`src/rtl/mips_datapath.sv`:
```
// 8-bit multicycle MIPS-subset datapath: PC, byte-loaded instruction register,
// 8x8 register file, ALU and the md/a/b/aluout holding registers.
module mips_datapath (
  input  logic        clk,
  input  logic        reset,
  input  logic [7:0]  memdata,
  input  logic [2:0]  alucontrol,
  input  logic        alusrca,
  input  logic [1:0]  alusrcb,
  input  logic        iord,
  input  logic [3:0]  irwrite,
  input  logic        memtoreg,
  input  logic        pcen,
  input  logic [1:0]  pcsource,
  input  logic        regdst,
  input  logic        regwrite,
  output logic [7:0]  adr,
  output logic [31:0] instr,
  output logic [7:0]  writedata,
  output logic        zero
);

  logic [7:0]  pc, nextpc;
  logic [31:0] instr_q;
  logic [7:0]  md_q, a_q, b_q, aluout_q;
  logic [7:0]  rf_q [8];

  logic [2:0]  ra1, ra2, wa;
  logic [7:0]  rd1, rd2, wd;
  logic [7:0]  srca, srcb, b2, sum, result;

  assign ra1 = instr_q[23:21];
  assign ra2 = instr_q[18:16];
  assign wa  = regdst ? instr_q[13:11] : instr_q[18:16];
  assign wd  = memtoreg ? md_q : aluout_q;

  // Register 0 is hardwired to zero on the read side; writes to it are dropped.
  assign rd1 = (ra1 == 3'd0) ? 8'h00 : rf_q[ra1];
  assign rd2 = (ra2 == 3'd0) ? 8'h00 : rf_q[ra2];

  assign srca = alusrca ? a_q : pc;

  always_comb begin
    srcb = b_q;
    case (alusrcb)
      2'b00: srcb = b_q;
      2'b01: srcb = 8'h01;
      2'b10: srcb = instr_q[7:0];
      2'b11: srcb = {instr_q[5:0], 2'b00};
      default: srcb = b_q;
    endcase
  end

  // alucontrol[2] turns the adder into a subtractor via invert-and-carry-in.
  assign b2  = alucontrol[2] ? ~srcb : srcb;
  assign sum = srca + b2 + {7'b0, alucontrol[2]};

  always_comb begin
    result = 8'h00;
    case (alucontrol[1:0])
      2'b00: result = srca & b2;
      2'b01: result = srca | b2;
      2'b10: result = sum;
      2'b11: result = {7'b0, sum[7]};
      default: result = 8'h00;
    endcase
  end

  assign zero = (result == 8'h00);

  always_comb begin
    nextpc = pc;
    case (pcsource)
      2'b00: nextpc = result;
      2'b01: nextpc = aluout_q;
      2'b10: nextpc = {instr_q[5:0], 2'b00};
      2'b11: nextpc = pc;
      default: nextpc = pc;
    endcase
  end

  always_ff @(posedge clk or negedge reset) begin
    if (!reset) begin
      pc       <= 8'h00;
      instr_q  <= 32'h0;
      md_q     <= 8'h00;
      a_q      <= 8'h00;
      b_q      <= 8'h00;
      aluout_q <= 8'h00;
      for (int i = 0; i < 8; i++) rf_q[i] <= 8'h00;
    end else begin
      if (pcen) pc <= nextpc;
      for (int i = 0; i < 4; i++)
        if (irwrite[i]) instr_q[8*i +: 8] <= memdata;
      md_q     <= memdata;
      a_q      <= rd1;
      b_q      <= rd2;
      aluout_q <= result;
      if (regwrite && (wa != 3'd0)) rf_q[wa] <= wd;
    end
  end

  assign adr       = iord ? aluout_q : pc;
  assign instr     = instr_q;
  assign writedata = b_q;

endmodule

```
`config.mk`:
```
export PLATFORM = sky130hd
export DESIGN_NAME = mips_datapath
export DESIGN_NICKNAME = d
export VERILOG_FILES = /design/src/rtl/mips_datapath.sv
export SDC_FILE = /design/constraint.sdc
export NUM_CORES = 1
export LEC_CHECK = 0
export CAP_MARGIN = 10
export CORE_ASPECT_RATIO = 1.25
export CORE_MARGIN = 10
export CORE_UTILIZATION = 35
export DETAILED_ROUTE_END_ITERATION = 8
export SLEW_MARGIN = 5
export SYNTH_ARGS = -nofsm -noshare
export SYNTH_HDL_FRONTEND = slang
export SYNTH_SLANG_ARGS = --single-unit
```
`constraint.sdc`:
```
create_clock -name clk -period 5.3 [get_ports clk]
set_clock_uncertainty 0.05 [all_clocks]
set_input_delay 1.325 -clock clk [delete_from_list [all_inputs] [get_ports clk]]
set_output_delay 1.325 -clock clk [all_outputs]
set_load 0.1 [all_outputs]
```
Word level (Yosys, flattened, before mapping)
Cells that the tools add are included.
{"block": "totals", "register_bits": 136, "input_bits": 27, "word_cells": 68}
{"block": "op_classes", "addsub": 2, "magnitude_cmp": 4, "eq_ne": 9, "mux": 19, "n_bitwise": 7, "reduce_logical": 10}
{"operator": "8-bit two-way mux", "n": 11}
{"operator": "64-bit bitwise mux", "n": 1}
{"operator": "8-bit one-hot mux with 4 select lines", "n": 2}
{"operator": "8-bit binary-select mux with 3-bit select", "n": 2}
{"operator": "8-bit demux with 3-bit select", "n": 1}
{"operator": "8-bit one-hot mux with 3 select lines", "n": 1}
{"operator": "2-bit equality test, second input constant", "n": 6}
{"operator": "4-bit greater-or-equal comparator, second input constant", "n": 3}
{"operator": "3-bit inverter with 4-bit output", "n": 3}
{"operator": "8-bit by 1-bit adder with 8-bit output", "n": 1}
{"operator": "8-bit adder", "n": 1}
{"operator": "8-bit bitwise AND", "n": 1}
{"operator": "8-bit logical NOT", "n": 1}
{"operator": "8-bit inverter", "n": 1}
{"operator": "8-bit bitwise OR", "n": 1}
{"operator": "2-bit by 1-bit equality test with 1-bit output, second input constant", "n": 3}
{"operator": "2-bit logical NOT", "n": 3}
{"operator": "3-bit logical NOT", "n": 2}
{"operator": "4-bit by 1-bit less-than comparator with 1-bit output, second input constant", "n": 1}
{"operator": "3-bit two-way mux", "n": 1}
{"operator": "3-bit nonzero test", "n": 1}
{"operator": "1-bit logical AND", "n": 2}
{"operator": "2-bit AND reduction", "n": 1}
{"operator": "1-bit inverter", "n": 1}

Logic depth before layout (Yosys ltp)
{"block": "logic_depth", "depth_word": 8, "depth_mapped": 13, "ltp_nobuf": 12}

Least setup slack after synthesis
Ideal clock, no wire load.
{"block": "synth_path", "path_type": "input to output", "start": "in alusrcb[0]", "end": "out zero", "t_arrival_ns": 5.341, "slack_ns": -1.416, "cell_stages": 12, "path_buffers": 1, "cell_sequence": "buf_6 -> mux2_2 -> a22o_1 -> xnor2_1 -> inv_1 -> ha_1 -> a21oi_1 -> a2bb2oi_1 -> o31ai_4 -> a311o_1 -> nand2b_4 -> nor4_2"}
{"block": "synth_via", "elab_chain_cells": 8, "word_cells_on_any_way": 13, "classes_between": "2 x add/sub; 3 x eq/ne; 3 x mux; 3 x bitwise; 2 x reduce/logical"}
{"item": "start, declared", "line_no": "9", "source": "input logic [1:0] alusrcb,"}
{"item": "2-bit equality test, or another cell as far along", "line_no": "45", "source": "case (alusrcb)"}
{"item": "8-bit one-hot mux with 4 select lines *", "line_no": "45"}
{"item": "8-bit inverter", "line_no": "55", "source": "assign b2 = alucontrol[2] ? ~srcb : srcb;"}
{"item": "8-bit two-way mux *", "line_no": "55"}
{"item": "8-bit adder", "line_no": "56", "source": "assign sum = srca + b2 + {7'b0, alucontrol[2]};"}
{"item": "8-bit by 1-bit adder with 8-bit output", "line_no": "56"}
{"item": "8-bit one-hot mux with 4 select lines *", "line_no": "60", "source": "case (alucontrol[1:0])"}
{"item": "via result[0]", "line_no": "30", "source": "logic [7:0] srca, srcb, b2, sum, result;"}
{"item": "8-bit logical NOT *", "line_no": "69", "source": "assign zero = (result == 8'h00);"}
{"item": "end, declared", "line_no": "20", "source": "output logic zero"}
The timed path passes the listed nets; every way through them passes the cells marked *.

Worst setup path after layout
{"block": "layout_path", "start": "in alusrca", "end": "out zero"}
{"block": "layout_via", "elab_chain_cells": 5, "word_cells_on_any_way": 7, "classes_between": "2 x add/sub; 2 x mux; 2 x bitwise; 1 x reduce/logical"}
{"item": "start, declared", "line_no": "8", "source": "input logic alusrca,"}
{"item": "8-bit two-way mux *", "line_no": "41", "source": "assign srca = alusrca ? a_q : pc;"}
{"item": "8-bit adder", "line_no": "56"}
{"item": "8-bit by 1-bit adder with 8-bit output", "line_no": "56"}
{"item": "8-bit one-hot mux with 4 select lines *", "line_no": "60"}
{"item": "via result[2]", "line_no": "30"}
{"item": "8-bit logical NOT *", "line_no": "69"}
Marks and branches as above.

==> flow_metrics.env <==
export IMPL_final_period_utilization=1.03
export IMPL_setup_slack_ns=-0.183
export IMPL_nets=821
export IMPL_syn_area_mm2=0.00703
export IMPL_dr_total_vias=5560
export IMPL_drive_gt1_frac=0.274
export IMPL_violations="negative setup slack"
export IMPL_pwr_share_comb=0.388
export IMPL_avgSynthCellArea_um2=10.6
export IMPL_die_w_um=147
export IMPL_clk_latency_ns=0.42
export IMPL_dpl_cell_area_mm2=0.00832
export IMPL_hold_class="register to register"
export IMPL_cts_made_buffers=17
export IMPL_cts_tree="yes"
export IMPL_rsz0062_at_grt="true"
export IMPL_synth_seq_cells=136
export IMPL_drt_iter0_drc=358
export IMPL_switching_power_mw=1.71
export IMPL_dieArea_mm2=0.0262
export IMPL_synth_fp_nets=710
export IMPL_cts_num_sinks=136
export IMPL_wl_mm=21.4
export IMPL_p_seq_frac=0.348
export IMPL_grt_pass1_wl_mm=32.9
export IMPL_arrival_ns=4.11
export IMPL_boundaryPins=76
export IMPL_crit_family="buffers and inverters"
export IMPL_finalSetupViolCount=1
export IMPL_coreArea_mm2=0.0196
export IMPL_die_h_um=178
export IMPL_worstPathMaxFanout=4
export IMPL_start_util=0.358
export IMPL_place_gp_congestion=0.928
export IMPL_critPathMostFrequentCell="buf_6"
export IMPL_final_antenna_net_count=0
export IMPL_fin_cells=1052
export IMPL_min_period_ns=5.48
export IMPL_synth_seq_area_share=0.484
export IMPL_worstSetupPathType="input port to output port"
export IMPL_layout_cells_most_common="dfrtp_1"
export IMPL_overflow=0
export IMPL_drv_cap=0
export IMPL_power_density_mw_per_mm2=478
export IMPL_status="finished, violations left"
export IMPL_layout_common_cells="136 x dfrtp_1, 89 x nand2_1, 84 x o21ai_0, 61 x clkdlybuf4s50_1, 61 x buf_4"
export IMPL_ir_drop_uv=242
export IMPL_hold_depth=0
export IMPL_clkSlewWorstSetupHoldPaths_ns=0.06
export IMPL_max_freq_mhz=182
export IMPL_syn_inst=663
export IMPL_r2r_cells=14
export IMPL_cp_depth=14
export IMPL_end_kind="output port"
export IMPL_grt_pass1_vias=5689
export IMPL_dp_hpwl_mm=15.4
export IMPL_ys_flop_type="dfrtp_1"
export IMPL_p_sw_frac=0.387
export IMPL_utilization=0.471
export IMPL_placed_cells=1004
export IMPL_via_per_inst=5.29
export IMPL_post_place_ws_ns=-0.643
export IMPL_areaGrowthSynthToFinish_pct=31.4
export IMPL_timing_setup_tns_ns=-0.183
export IMPL_grt_util_all_layers=0.163
export IMPL_clockBufferDepth=2
export IMPL_wl_per_cell_um=20.4
export IMPL_drc_errors=0
export IMPL_max_stage_delay_ns=0.45
export IMPL_synth_edf_count=0
export IMPL_ys_types=51
export IMPL_cp_buffers_inverters=6
export IMPL_required_ns=3.92
export IMPL_holdBufCountCts=0
export IMPL_p_leak_nw=4.11
export IMPL_diodes=0
export IMPL_maxSlewViolCount=0
export IMPL_critPathLaunchType="input port"
export IMPL_grt_max_degree=82
export IMPL_p_int_mw=2.71
export IMPL_fin_area_mm2=0.00924
export IMPL_max_slew_margin=0.263
export IMPL_drtPass1Iterations=5
export IMPL_async_reset_ff_frac=1.00
export IMPL_yosys_warnings=0
export IMPL_tightest_slew_ns=1.10
export IMPL_power_share_clock=0.264
export IMPL_placementRows=57
export IMPL_cts_root_buf="clkbuf_16"
export IMPL_hold_viol_final=0
export IMPL_cpMaxStageDelayCell="fa_2"
export IMPL_antenna_found_initial=0
export IMPL_cts_htree_levels=4
export IMPL_path_cells="buf_6 > buf_6 > buf_4 > buf_6 > mux2_4 > fa_2 > buf_6 > xnor2_2 > nand2_1 > o21ai_1 > o22ai_2 > or3_4 > nor4_4 > buf_12"
export IMPL_portBuffers=75
## area by class of cell
| class | instances | area, um^2 |
|---|---|---|
| timing repair buffer | 136 | 1240 |
| clock buffer | 21 | 470 |
| tap | 265 | 332 |
| fill | 1789 | 10400 |
| inverter | 27 | 104 |
| multi-input combinational | 456 | 3570 |
| sequential | 136 | 3400 |
| clock inverter | 11 | 121 |
## sequential cells by signal, summed over array words and instances, names as in the netlist
name / count
a_q: 8
aluout_q: 8
instr: 32
md_q: 8
pc: 8
rf_q: 64
writedata: 8
## synthesized netlist by cell type, types with 2 or more instances
| cell type | instances | area share |
|---|---|---|
| and2_1 | 2 | 0.0018 |
| o31ai_1 | 3 | 0.0032 |
| buf_2 | 2 | 0.0014 |
| nor2b_1 | 12 | 0.011 |
| o22ai_1 | 4 | 0.0036 |
| dfrtp_1 | 136 | 0.48 |
| buf_1 | 2 | 0.0011 |
| nand2_1 | 91 | 0.049 |
| inv_1 | 25 | 0.013 |
| a221oi_1 | 19 | 0.024 |
| o21ai_1 | 2 | 0.0014 |
| a21o_1 | 4 | 0.0043 |
| nand2b_1 | 3 | 0.0027 |
| a211oi_1 | 5 | 0.0053 |
| nor2_1 | 44 | 0.023 |
| nand2b_4 | 2 | 0.0039 |
| nor3_1 | 2 | 0.0014 |
| a22oi_1 | 2 | 0.0021 |
| mux2_2 | 52 | 0.083 |
| a22o_1 | 6 | 0.0075 |
| xnor2_1 | 13 | 0.016 |
| o21ai_0 | 88 | 0.063 |
| mux2i_1 | 24 | 0.034 |
| a32o_1 | 2 | 0.0028 |
| nand3_1 | 2 | 0.0014 |
| clkbuf_1 | 36 | 0.019 |
| mux4_2 | 16 | 0.051 |
| ha_1 | 19 | 0.034 |
| buf_6 | 2 | 0.0032 |
| a21oi_1 | 22 | 0.016 |
## logic make-up after synthesis
family,synth area share
buffers and inverters,0.0424
muxes,0.171
and+or+nand+nor,0.0997
xor gates and xnor gates,0.0162
DFF,0.484
AOI/OAI and AO/OA,0.150
adders and majority gates,0.0367
## worst paths after layout
check	from	end	slack, ns
max	alusrca	zero	-0.18
min	rf_q[61]	rf_q[61]	0.32
max reg2reg	instr[2]	pc[0]	2.15
min reg2reg	rf_q[61]	rf_q[61]	0.32
max in group asynchronous	reset	rf_q[48]	3.17
min in group asynchronous	reset	instr[4]	1.01
## routing by layer
metal | share of wire | track usage | up-vias
met2 | 0.52 | 0.286 | 181
met4 | 0.036 | 0.0723 | 0
li1 | - | - | 2561
met5 | 0 | 0 | -
met3 | 0.043 | 0.0342 | 54
met1 | 0.40 | 0.186 | 2764
## timing repair
| action | CTS | global route |
|---|---|---|
| setup buffers | 8 | 7 |
| pin swaps | 18 | 27 |
| gates cloned | 1 | 0 |
| endpoints found under the setup margin | 1 | 1 |
| resized for setup | 38 | 28 |
## metrics by stage
step | hold WS (ns) | power (mW)
after detailed placement | 0.313 | 3.13
after CTS | 0.326 | 4.36
after floorplan | 0.375 | 2.62
final | 0.323 | 4.41
after global placement | 0.311 | 3.08
after global routing | 0.337 | 4.64
## power by group through the flow
stage          Clock [mW]  Combinational, mW  Sequential, mW
3_5_place_dp            0               1.59            1.54
3_3_place_gp            0               1.57            1.52
6_report             1.17               1.71            1.53
5_1_grt              1.23               1.84            1.56
2_1_floorplan           0              0.865            1.75
4_1_cts              1.18               1.65            1.53
No activity file was read; power rests on OpenSTA's default activity.
